## config.mk

```make
export PLATFORM = sky130hd
export DESIGN_NAME = exception_ctrl
export DESIGN_NICKNAME = d
export VERILOG_FILES = /design/src/rtl/exc_pkg.sv /design/src/rtl/exception_ctrl_irq_sync.sv /design/src/rtl/exception_ctrl.sv
export SDC_FILE = /design/constraint.sdc
export NUM_CORES = 1
export LEC_CHECK = 0
export ABC_AREA = 1
export CAP_MARGIN = 15
export CORE_ASPECT_RATIO = 0.6
export CORE_MARGIN = 2
export CORE_UTILIZATION = 37
export DETAILED_ROUTE_END_ITERATION = 8
export PLACE_DENSITY = 0.82
export SLEW_MARGIN = 40
export SYNTH_ARGS = -nofsm -noshare
export SYNTH_HDL_FRONTEND = slang
export SYNTH_HIERARCHICAL = 1
export SYNTH_SLANG_ARGS = --single-unit
```

## constraint.sdc

```tcl
create_clock -name clk -period 1.4 [get_ports clk]
set_input_delay 0.28 -clock clk [delete_from_list [all_inputs] [get_ports clk]]
set_output_delay 0.28 -clock clk [all_outputs]
set_load 0.01 [all_outputs]
```

## src/rtl/exc_pkg.sv

```systemverilog
// Shared constants for the exception sequencer: exception codes, CP0 register
// indices and the sequencer state encoding.
package exc_pkg;

  localparam logic [4:0] EXC_INT = 5'd0;
  localparam logic [4:0] EXC_SYS = 5'd8;
  localparam logic [4:0] EXC_BP  = 5'd9;
  localparam logic [4:0] EXC_OV  = 5'd12;

  localparam logic [4:0] CP0_STATUS = 5'd12;
  localparam logic [4:0] CP0_CAUSE  = 5'd13;
  localparam logic [4:0] CP0_EPC    = 5'd14;

  typedef enum logic [1:0] {
    ST_RUN       = 2'd0,
    ST_FLUSH_IN  = 2'd1,
    ST_HANDLER   = 2'd2,
    ST_FLUSH_OUT = 2'd3
  } state_e;

  // Synchronous exceptions outrank interrupts, so INT is only the fallback code.
  function automatic logic [4:0] exc_code(input logic ov, input logic sys, input logic brk);
    if (ov)       return EXC_OV;
    else if (sys) return EXC_SYS;
    else if (brk) return EXC_BP;
    else          return EXC_INT;
  endfunction

endpackage

```

## src/rtl/exception_ctrl_irq_sync.sv

```systemverilog
// Two-flop synchroniser for the asynchronous, level-sensitive interrupt lines.
module irq_sync #(
  parameter int W = 4
) (
  input  logic         clk,
  input  logic         rst_n,
  input  logic [W-1:0] irq_in,
  output logic [W-1:0] irq_out
);

  logic [W-1:0] meta_q, meta_d;
  logic [W-1:0] sync_q, sync_d;

  always_comb begin
    meta_d = irq_in;
    sync_d = meta_q;
  end

  always_ff @(posedge clk) begin
    if (!rst_n) begin
      meta_q <= '0;
      sync_q <= '0;
    end else begin
      meta_q <= meta_d;
      sync_q <= sync_d;
    end
  end

  assign irq_out = sync_q;

endmodule

```

## src/rtl/exception_ctrl.sv

```systemverilog
// Exception/interrupt sequencer: prioritises EX-stage events, holds EPC/Cause/
// Status and drives the redirect plus flush/stall window around handler entry/exit.
module exception_ctrl
  import exc_pkg::*;
#(
  parameter logic [31:0] HANDLER_ADDR = 32'h0000_0800,
  parameter int          FLUSH_CYCLES = 2,
  parameter int          NUM_IRQ      = 4
) (
  input  logic               clk,
  input  logic               rst_n,
  input  logic               overflow_ex,
  input  logic               syscall_ex,
  input  logic               break_ex,
  input  logic               eret_ex,
  input  logic [31:0]        pc_ex,
  input  logic [NUM_IRQ-1:0] irq,
  input  logic               cp0_we,
  input  logic [4:0]         cp0_addr,
  input  logic [31:0]        cp0_wdata,
  output logic [31:0]        cp0_rdata,
  output logic               pc_redirect,
  output logic [31:0]        redirect_addr,
  output logic               flush,
  output logic               stall_pc,
  output logic               in_handler
);

  localparam int            CW   = $clog2(FLUSH_CYCLES + 1);
  localparam logic [CW-1:0] LAST = CW'(FLUSH_CYCLES - 1);

  state_e        state_q, state_d;
  logic [CW-1:0] cnt_q, cnt_d;
  logic [31:0]   epc_q, epc_d;
  logic [4:0]    code_q, code_d;
  logic          nested_q, nested_d;
  logic          exl_q, exl_d;
  logic          ie_q, ie_d;
  logic [7:0]    im_q, im_d;
  logic [1:0]    sw_ip_q, sw_ip_d;

  logic [NUM_IRQ-1:0] irq_s;
  logic [7:0]         hw_ip;
  logic               sync_exc;
  logic               irq_pend;
  logic               take_exc;
  logic               take_eret;

  irq_sync #(.W(NUM_IRQ)) u_irq_sync (
    .clk     (clk),
    .rst_n   (rst_n),
    .irq_in  (irq),
    .irq_out (irq_s)
  );

  always_comb begin
    hw_ip = '0;
    hw_ip[NUM_IRQ-1:0] = irq_s;
  end

  assign sync_exc  = overflow_ex | syscall_ex | break_ex;
  assign irq_pend  = (|(hw_ip & im_q)) & ie_q & ~exl_q;
  assign take_exc  = ((state_q == ST_RUN) && (sync_exc || irq_pend)) ||
                     ((state_q == ST_HANDLER) && sync_exc);
  assign take_eret = (state_q == ST_HANDLER) && !sync_exc && eret_ex;

  always_ff @(posedge clk) begin
    if (!rst_n) begin
      state_q  <= ST_RUN;
      cnt_q    <= '0;
      epc_q    <= '0;
      code_q   <= '0;
      nested_q <= 1'b0;
      exl_q    <= 1'b0;
      ie_q     <= 1'b0;
      im_q     <= '0;
      sw_ip_q  <= '0;
    end else begin
      state_q  <= state_d;
      cnt_q    <= cnt_d;
      epc_q    <= epc_d;
      code_q   <= code_d;
      nested_q <= nested_d;
      exl_q    <= exl_d;
      ie_q     <= ie_d;
      im_q     <= im_d;
      sw_ip_q  <= sw_ip_d;
    end
  end

  // Flush windows ignore EX inputs entirely; those instructions are being squashed.
  always_comb begin
    state_d = state_q;
    cnt_d   = cnt_q;
    unique case (state_q)
      ST_RUN: begin
        if (take_exc) begin
          state_d = ST_FLUSH_IN;
          cnt_d   = '0;
        end
      end
      ST_HANDLER: begin
        if (take_exc) begin
          state_d = ST_FLUSH_IN;
          cnt_d   = '0;
        end else if (take_eret) begin
          state_d = ST_FLUSH_OUT;
          cnt_d   = '0;
        end
      end
      ST_FLUSH_IN, ST_FLUSH_OUT: begin
        if (cnt_q == LAST) begin
          state_d = (state_q == ST_FLUSH_IN) ? ST_HANDLER : ST_RUN;
          cnt_d   = '0;
        end else begin
          cnt_d = cnt_q + CW'(1);
        end
      end
      default: begin
        state_d = ST_RUN;
        cnt_d   = '0;
      end
    endcase
  end

  // Hardware updates win over an MTC0 to the same field in the same cycle.
  always_comb begin
    epc_d    = epc_q;
    code_d   = code_q;
    nested_d = nested_q;
    exl_d    = exl_q;
    ie_d     = ie_q;
    im_d     = im_q;
    sw_ip_d  = sw_ip_q;
    if (take_exc) begin
      epc_d  = pc_ex;
      code_d = exc_code(overflow_ex, syscall_ex, break_ex);
      exl_d  = 1'b1;
      ie_d   = 1'b0;
      if (state_q == ST_HANDLER) nested_d = 1'b1;
    end else if (take_eret) begin
      exl_d    = 1'b0;
      ie_d     = 1'b1;
      nested_d = 1'b0;
    end
    if (cp0_we) begin
      unique case (cp0_addr)
        CP0_STATUS: begin
          im_d = cp0_wdata[15:8];
          if (!take_exc && !take_eret) ie_d = cp0_wdata[0];
        end
        CP0_CAUSE: sw_ip_d = cp0_wdata[9:8];
        CP0_EPC:   if (!take_exc) epc_d = cp0_wdata;
        default: ;
      endcase
    end
  end

  always_comb begin
    flush         = (state_q == ST_FLUSH_IN) || (state_q == ST_FLUSH_OUT);
    pc_redirect   = flush && (cnt_q == '0);
    stall_pc      = flush && (cnt_q != '0);
    redirect_addr = '0;
    if (pc_redirect)
      redirect_addr = (state_q == ST_FLUSH_IN) ? HANDLER_ADDR : epc_q;
    in_handler    = exl_q;
  end

  always_comb begin
    unique case (cp0_addr)
      CP0_STATUS: cp0_rdata = {16'h0, im_q, 6'h0, exl_q, ie_q};
      CP0_CAUSE:  cp0_rdata = {nested_q, 15'h0, hw_ip | {6'h0, sw_ip_q}, 1'b0, code_q, 2'b00};
      CP0_EPC:    cp0_rdata = epc_q;
      default:    cp0_rdata = '0;
    endcase
  end

endmodule

```

== Word-level counts from Yosys, hierarchy flattened ==
Index checks and enable logic that the tools add are counted.
Storage, ports and cells
  flip-flop bits (word level): 62
  latch bits: 0
  RAM bits: 0
  memory bits (read-only): 0
  bits of input ports: 80
  output and inout port bits: 68
  word-level logic and storage cells: 84
  memories: 0
Operators by class
  add/subtract/negate cells: 1
  $mul: 0
  div/mod/pow operators: 0
  order comparisons: 0
  equal/unequal tests: 11
  shifts and indexed selects: 0
  mux-type cells: 30
  bitwise logic cells: 7
  reduce and logical (&&, ||, !) cells: 24
Operator list (count)
  32-bit 2-to-1 mux: 6
  32-bit one-hot mux with 3 select lines: 1
  2-bit 2-to-1 mux: 9
  5-bit by 4-bit equality test with 1-bit output (second input constant): 3
  4-bit 2-to-1 mux: 3
  2-bit one-hot mux with 3 select lines: 2
  1-bit 2-to-1 mux: 9
  4-bit by 8-bit AND with 8-bit output: 1
  2-bit AND reduction: 4
  8-bit OR reduction: 1
  1-bit logical AND: 7
  2-bit by 1-bit equality test with 1-bit output (second input constant): 2
  2-bit equality test (second input constant): 2
  2-bit zero test: 2
  2-bit inequality test (second input constant): 2
  4-bit by 2-bit OR with 4-bit output: 1
  2-bit nonzero test: 2
  1-bit zero test: 3
  1-bit logical OR: 3
  3-bit inequality test (second input constant): 1
  3-bit AND reduction: 1
  2-bit by 1-bit adder with 2-bit output (second input constant): 1
  1-bit AND: 2
  2-bit by 1-bit inequality test with 1-bit output (second input constant): 1
  3 further kinds: 4

== Depth between registers and ports, before layout ==
  depth in word-level cells: 12
  gate-level depth with buffers: 9
  depth with buffers taken out: 9

== By module ==
The synthesis kept the hierarchy.
Modules (own cells, without submodules)
  exception_ctrl: times used 1, cells each 433, area an instance 2919.0 um^2
  irq_sync: times used 1, cells each 25, area an instance 225.2 um^2

== Worst setup path before layout ==
Ideal clock, no wire load.
  path type: register to output
  start point: reg state_q[0]
  end point: out redirect_addr[0]
  arrival: 1.228 ns
  data required time: 1.120 ns
  slack: -0.108 ns
  cell stages (with the launch flop): 8
  path buffers: 1
  path through: dfxtp_1 inv_2 nor2_2 inv_1 nor2_4 nand2_1 buf_2 nor2_1
On the way
  cells in the longest elaborated chain, start to end: 4
  elaborated cells between the ends (all ways): 6
  classes of those cells: eq/ne: 2; mux: 2; reduce/logical: 2
RTL lines
  start: declaration: RTL line exception_ctrl.sv:32  | state_e state_q, state_d;
  start signal: assignment: RTL line exception_ctrl.sv:79  | state_q <= state_d;
  2-bit by 1-bit equality test with 1-bit output or 2-bit equality test (tied branches): RTL line exception_ctrl.sv:160  | flush = (state_q == ST_FLUSH_IN) || (state_q == ST_FLUSH_OUT);
  1-bit logical OR (*): RTL line exception_ctrl.sv:160
  1-bit logical AND (*): RTL line exception_ctrl.sv:161  | pc_redirect = flush && (cnt_q == '0);
  named net pc_redirect: RTL line exception_ctrl.sv:22  | output logic pc_redirect,
  32-bit 2-to-1 mux (*): RTL line exception_ctrl.sv:164  | if (pc_redirect)
  end: declaration: RTL line exception_ctrl.sv:23  | output logic [31:0] redirect_addr,
Mark *: on every way through the listed nets, which the timed path passes. The rest lies on a longest branch.

== Worst setup path in the final report ==
  start point: reg state_q[0]
  end point: reg state_q[1]
On the way
  cells in the longest elaborated chain, start to end: 5
  elaborated cells between the ends (all ways): 18
  classes of those cells: eq/ne: 6; mux: 4; reduce/logical: 8
RTL lines (RTL line)
  2-bit equality test or 2-bit zero test (tied branches)
  1-bit logical AND (on tied branches): exception_ctrl.sv:64, exception_ctrl.sv:63, exception_ctrl.sv:65
  1-bit logical OR or 1-bit logical AND (tied branches): exception_ctrl.sv:63, exception_ctrl.sv:65
  3-bit inequality test (no line), or another cell as far along
  3-bit AND reduction (no line) or 2-bit one-hot mux with 3 select lines (tied branches)
Several ways; a longest one is shown, not always the timed one. The select of a mux whose other input is x is not followed.
A chain may end at the register's enable or synchronous reset.

==> impl_metrics.json <==
{
  "period_share_pct": 134,
  "clk_pin_slew_ps": 60,
  "synth_area_per_cell_um2": 6.87,
  "reg2regPathDepth": 13,
  "seq_area_frac_synth_pct": 38.2,
  "grt_pass1_wl_mm": 22.4,
  "dr.pass1.iters": 5,
  "placed_area_um2": 5150,
  "worstSkewPairLatency_ps": 330,
  "syn_to_final_growth_pct": 117,
  "max_freq_ghz": 0.531,
  "finalHoldViolCount": 0,
  "drive_above_1_share_pct": 48.5,
  "grt_pass1_vias": 4234,
  "most-common-layout-cells": "clkdlybuf4s50_1 (72), nand2_1 (69), inv_1 (63)",
  "finalSetupViolations": 100,
  "ys_warn_count": 6,
  "post-dp-hpwl_mm": 8.57,
  "final_util_pct": 84.6,
  "max_slew_margin_pct": 73.3,
  "post-place-ws_ps": -992,
  "cts.sinks": 60,
  "crit_fanout": 3,
  "peakVddDrop_mv": 0.718,
  "syn_inst": 458,
  "vias_per_cell": 5.62,
  "start_util_pct": 39.0,
  "dr_wl_met3_mm": 1.71,
  "power_density_nw_per_um2": 947,
  "wl_per_cell_um": 21.2,
  "worstPathArrival_ps": 2120,
  "p_total_w": 0.00647,
  "antenna_found_initial": 0,
  "die_x_um": 123,
  "max-cap-violations": 0,
  "regToRegStartpoint": "state_q[0]",
  "cts_root_buf": "clkbuf_16",
  "fin_crit_ps": 1880,
  "run_status": "complete, but fails checks",
  "wl_met1_mm": 6.36,
  "grt_max_degree": 24,
  "reg2reg_slack_ps": -480,
  "grt_use_total_pct": 32.7,
  "place_congestion": 0.878,
  "top_layer": "met4",
  "r2r-end": "state_q[1]",
  "nNetsFinal": 762,
  "finalClockSkew_ps": 12.3,
  "n_antenna_cell": 0,
  "synth-seq-cells": 60,
  "final_area_um2": 6830,
  "synth_cell_types": 34,
  "critical_path_class": "reg2reg",
  "layout_commonest_cell": "clkdlybuf4s50_1",
  "vias": 4465,
  "grt_overflow": 0,
  "num_rows": 25,
  "h-tree-depth": 3,
  "io_buffers": 147,
  "cts_buffers": 9,
  "cts_tree": "built",
  "syn_area_um2": 3140,
  "die-area_um2": 9280,
  "slew_viol_final": 0,
  "clockBufferDepth": 2,
  "core_area_um2": 8070,
  "layout_setup_ws_ps": -482,
  "drc": 0,
  "wirelength_mm": 16.8,
  "synth_nets": 538,
  "rsz0062_at_grt": "yes",
  "cellLeakagePower_nw": 2.90,
  "worstMarginPinSlew_ps": 400,
  "wl_met2_mm": 7.82,
  "hp-class": "reg2reg",
  "drt_iter0_markers": 288,
  "startpoint": "state_q[0]",
  "num_io_pins": 148,
  "crit_path_end_kind": "flip-flop",
  "crit_path_start_kind": "flip-flop",
  "violations": "setup timing",
  "required_ps": 1640,
  "fp.dieH_um": 75.4,
  "endpoint": "state_q[1]",
  "ant_nets": 0
}
area by class of cell:
class | count | area [µm²]
Timing Repair Buffer | 234 | 2470
Multi-Input combinational cell | 308 | 2400
Fill cell | 401 | 1240
Sequential cell | 60 | 1210
Inverter | 69 | 269
Clock buffer | 11 | 253
Tap cell | 108 | 135
Clock inverter | 5 | 83.8
metrics by stage:
step / cells / setup TNS (ps) / hold WS (ps)
5_1_grt: 795 / -34350 / 443
6_report: 795 / -30050 / 419
4_1_cts: 784 / -21280 / 419
3_5_place_dp: 733 / -63050 / 400
2_1_floorplan: 458 / -114 / 373
3_3_place_gp: 733 / -57780 / 396
registers in the layout, summed over array words and instances, names as in the netlist:
register            flops
cnt_q                   2
epc_q                  32
code_q                  3
ie_q                    1
nested_q                1
in_handler              1
state_q                 2
im_q                    8
u_irq_sync/meta_q       4
u_irq_sync/irq_out      4
sw_ip_q                 2
worst min path at each step:
stage,start,depth (start not counted),endpoint
final,u_irq_sync/meta_q[1],2,u_irq_sync/irq_out[1]
after global placement,u_irq_sync/meta_q[2],2,u_irq_sync/irq_out[2]
after CTS,u_irq_sync/meta_q[0],2,u_irq_sync/irq_out[0]
after floorplan,irq[2],2,u_irq_sync/meta_q[2]
after detailed placement,u_irq_sync/meta_q[0],2,u_irq_sync/irq_out[0]
after global routing,u_irq_sync/meta_q[0],2,u_irq_sync/irq_out[0]
kinds of logic after synthesis:
kind of cell           Yosys count  share of synthesized area (%)
AOI/OAI and AO/OA              135                           25.4
and+or+nand+nor                168                           23.2
DFF                             60                           38.2
buffers and inverters           95                           13.3
cell usage after synthesis, drive strengths merged:
library cell   n  area (µm²)
a31oi          1        6.26
o21ai         44         224
a21oi         69         368
inv           68         258
buf           17         121
nand3          9        55.1
o21a           1        7.51
nand4          2        12.5
o22ai          6        37.5
clkinv         1        3.75
clkbuf         9        33.8
dfxtp         60        1200
a22oi          1        7.51
nor3           1        5.00
nand2         85         350
nor2          71         305
o211ai         9         113
o221ai         4        35.0
worst max-delay path, cell delays in order (launching register included):
cell and delay (ps):
dfxtp_2 330, buf_4 130, buf_6 100, buf_6 110, nor2_4 160, inv_2 80
nor2_4 130, o21ai_4 120, buf_6 150, nand3_1 80, nand2_1 70, nor2_1 150
nor2_1 70, nor2_1 110
repair_timing:
action                     in CTS  in global routing
setup endpoints to repair     115                109
pin swaps                      24                 29
setup buffers                  22                 11
gates cloned                   13                  2
hold buffers                    0                  0
gates resized for setup       444                 94
power by group:
part	switching (W)	total (W)	internal (W)
sequential	0.0000841	0.00193	0.00185
clock	0.000852	0.00251	0.00166
combinational	0.00106	0.00202	0.000967
total	0.00199	0.00647	0.00447
routing by layer:
layer,vias to the layer above,GRT usage [%]
li1,1947,-
met1,2065,38.2
met2,355,58.4
met3,98,8.01
met4,0,14.1
met5,-,0
(Power assumes the default switching activity.)
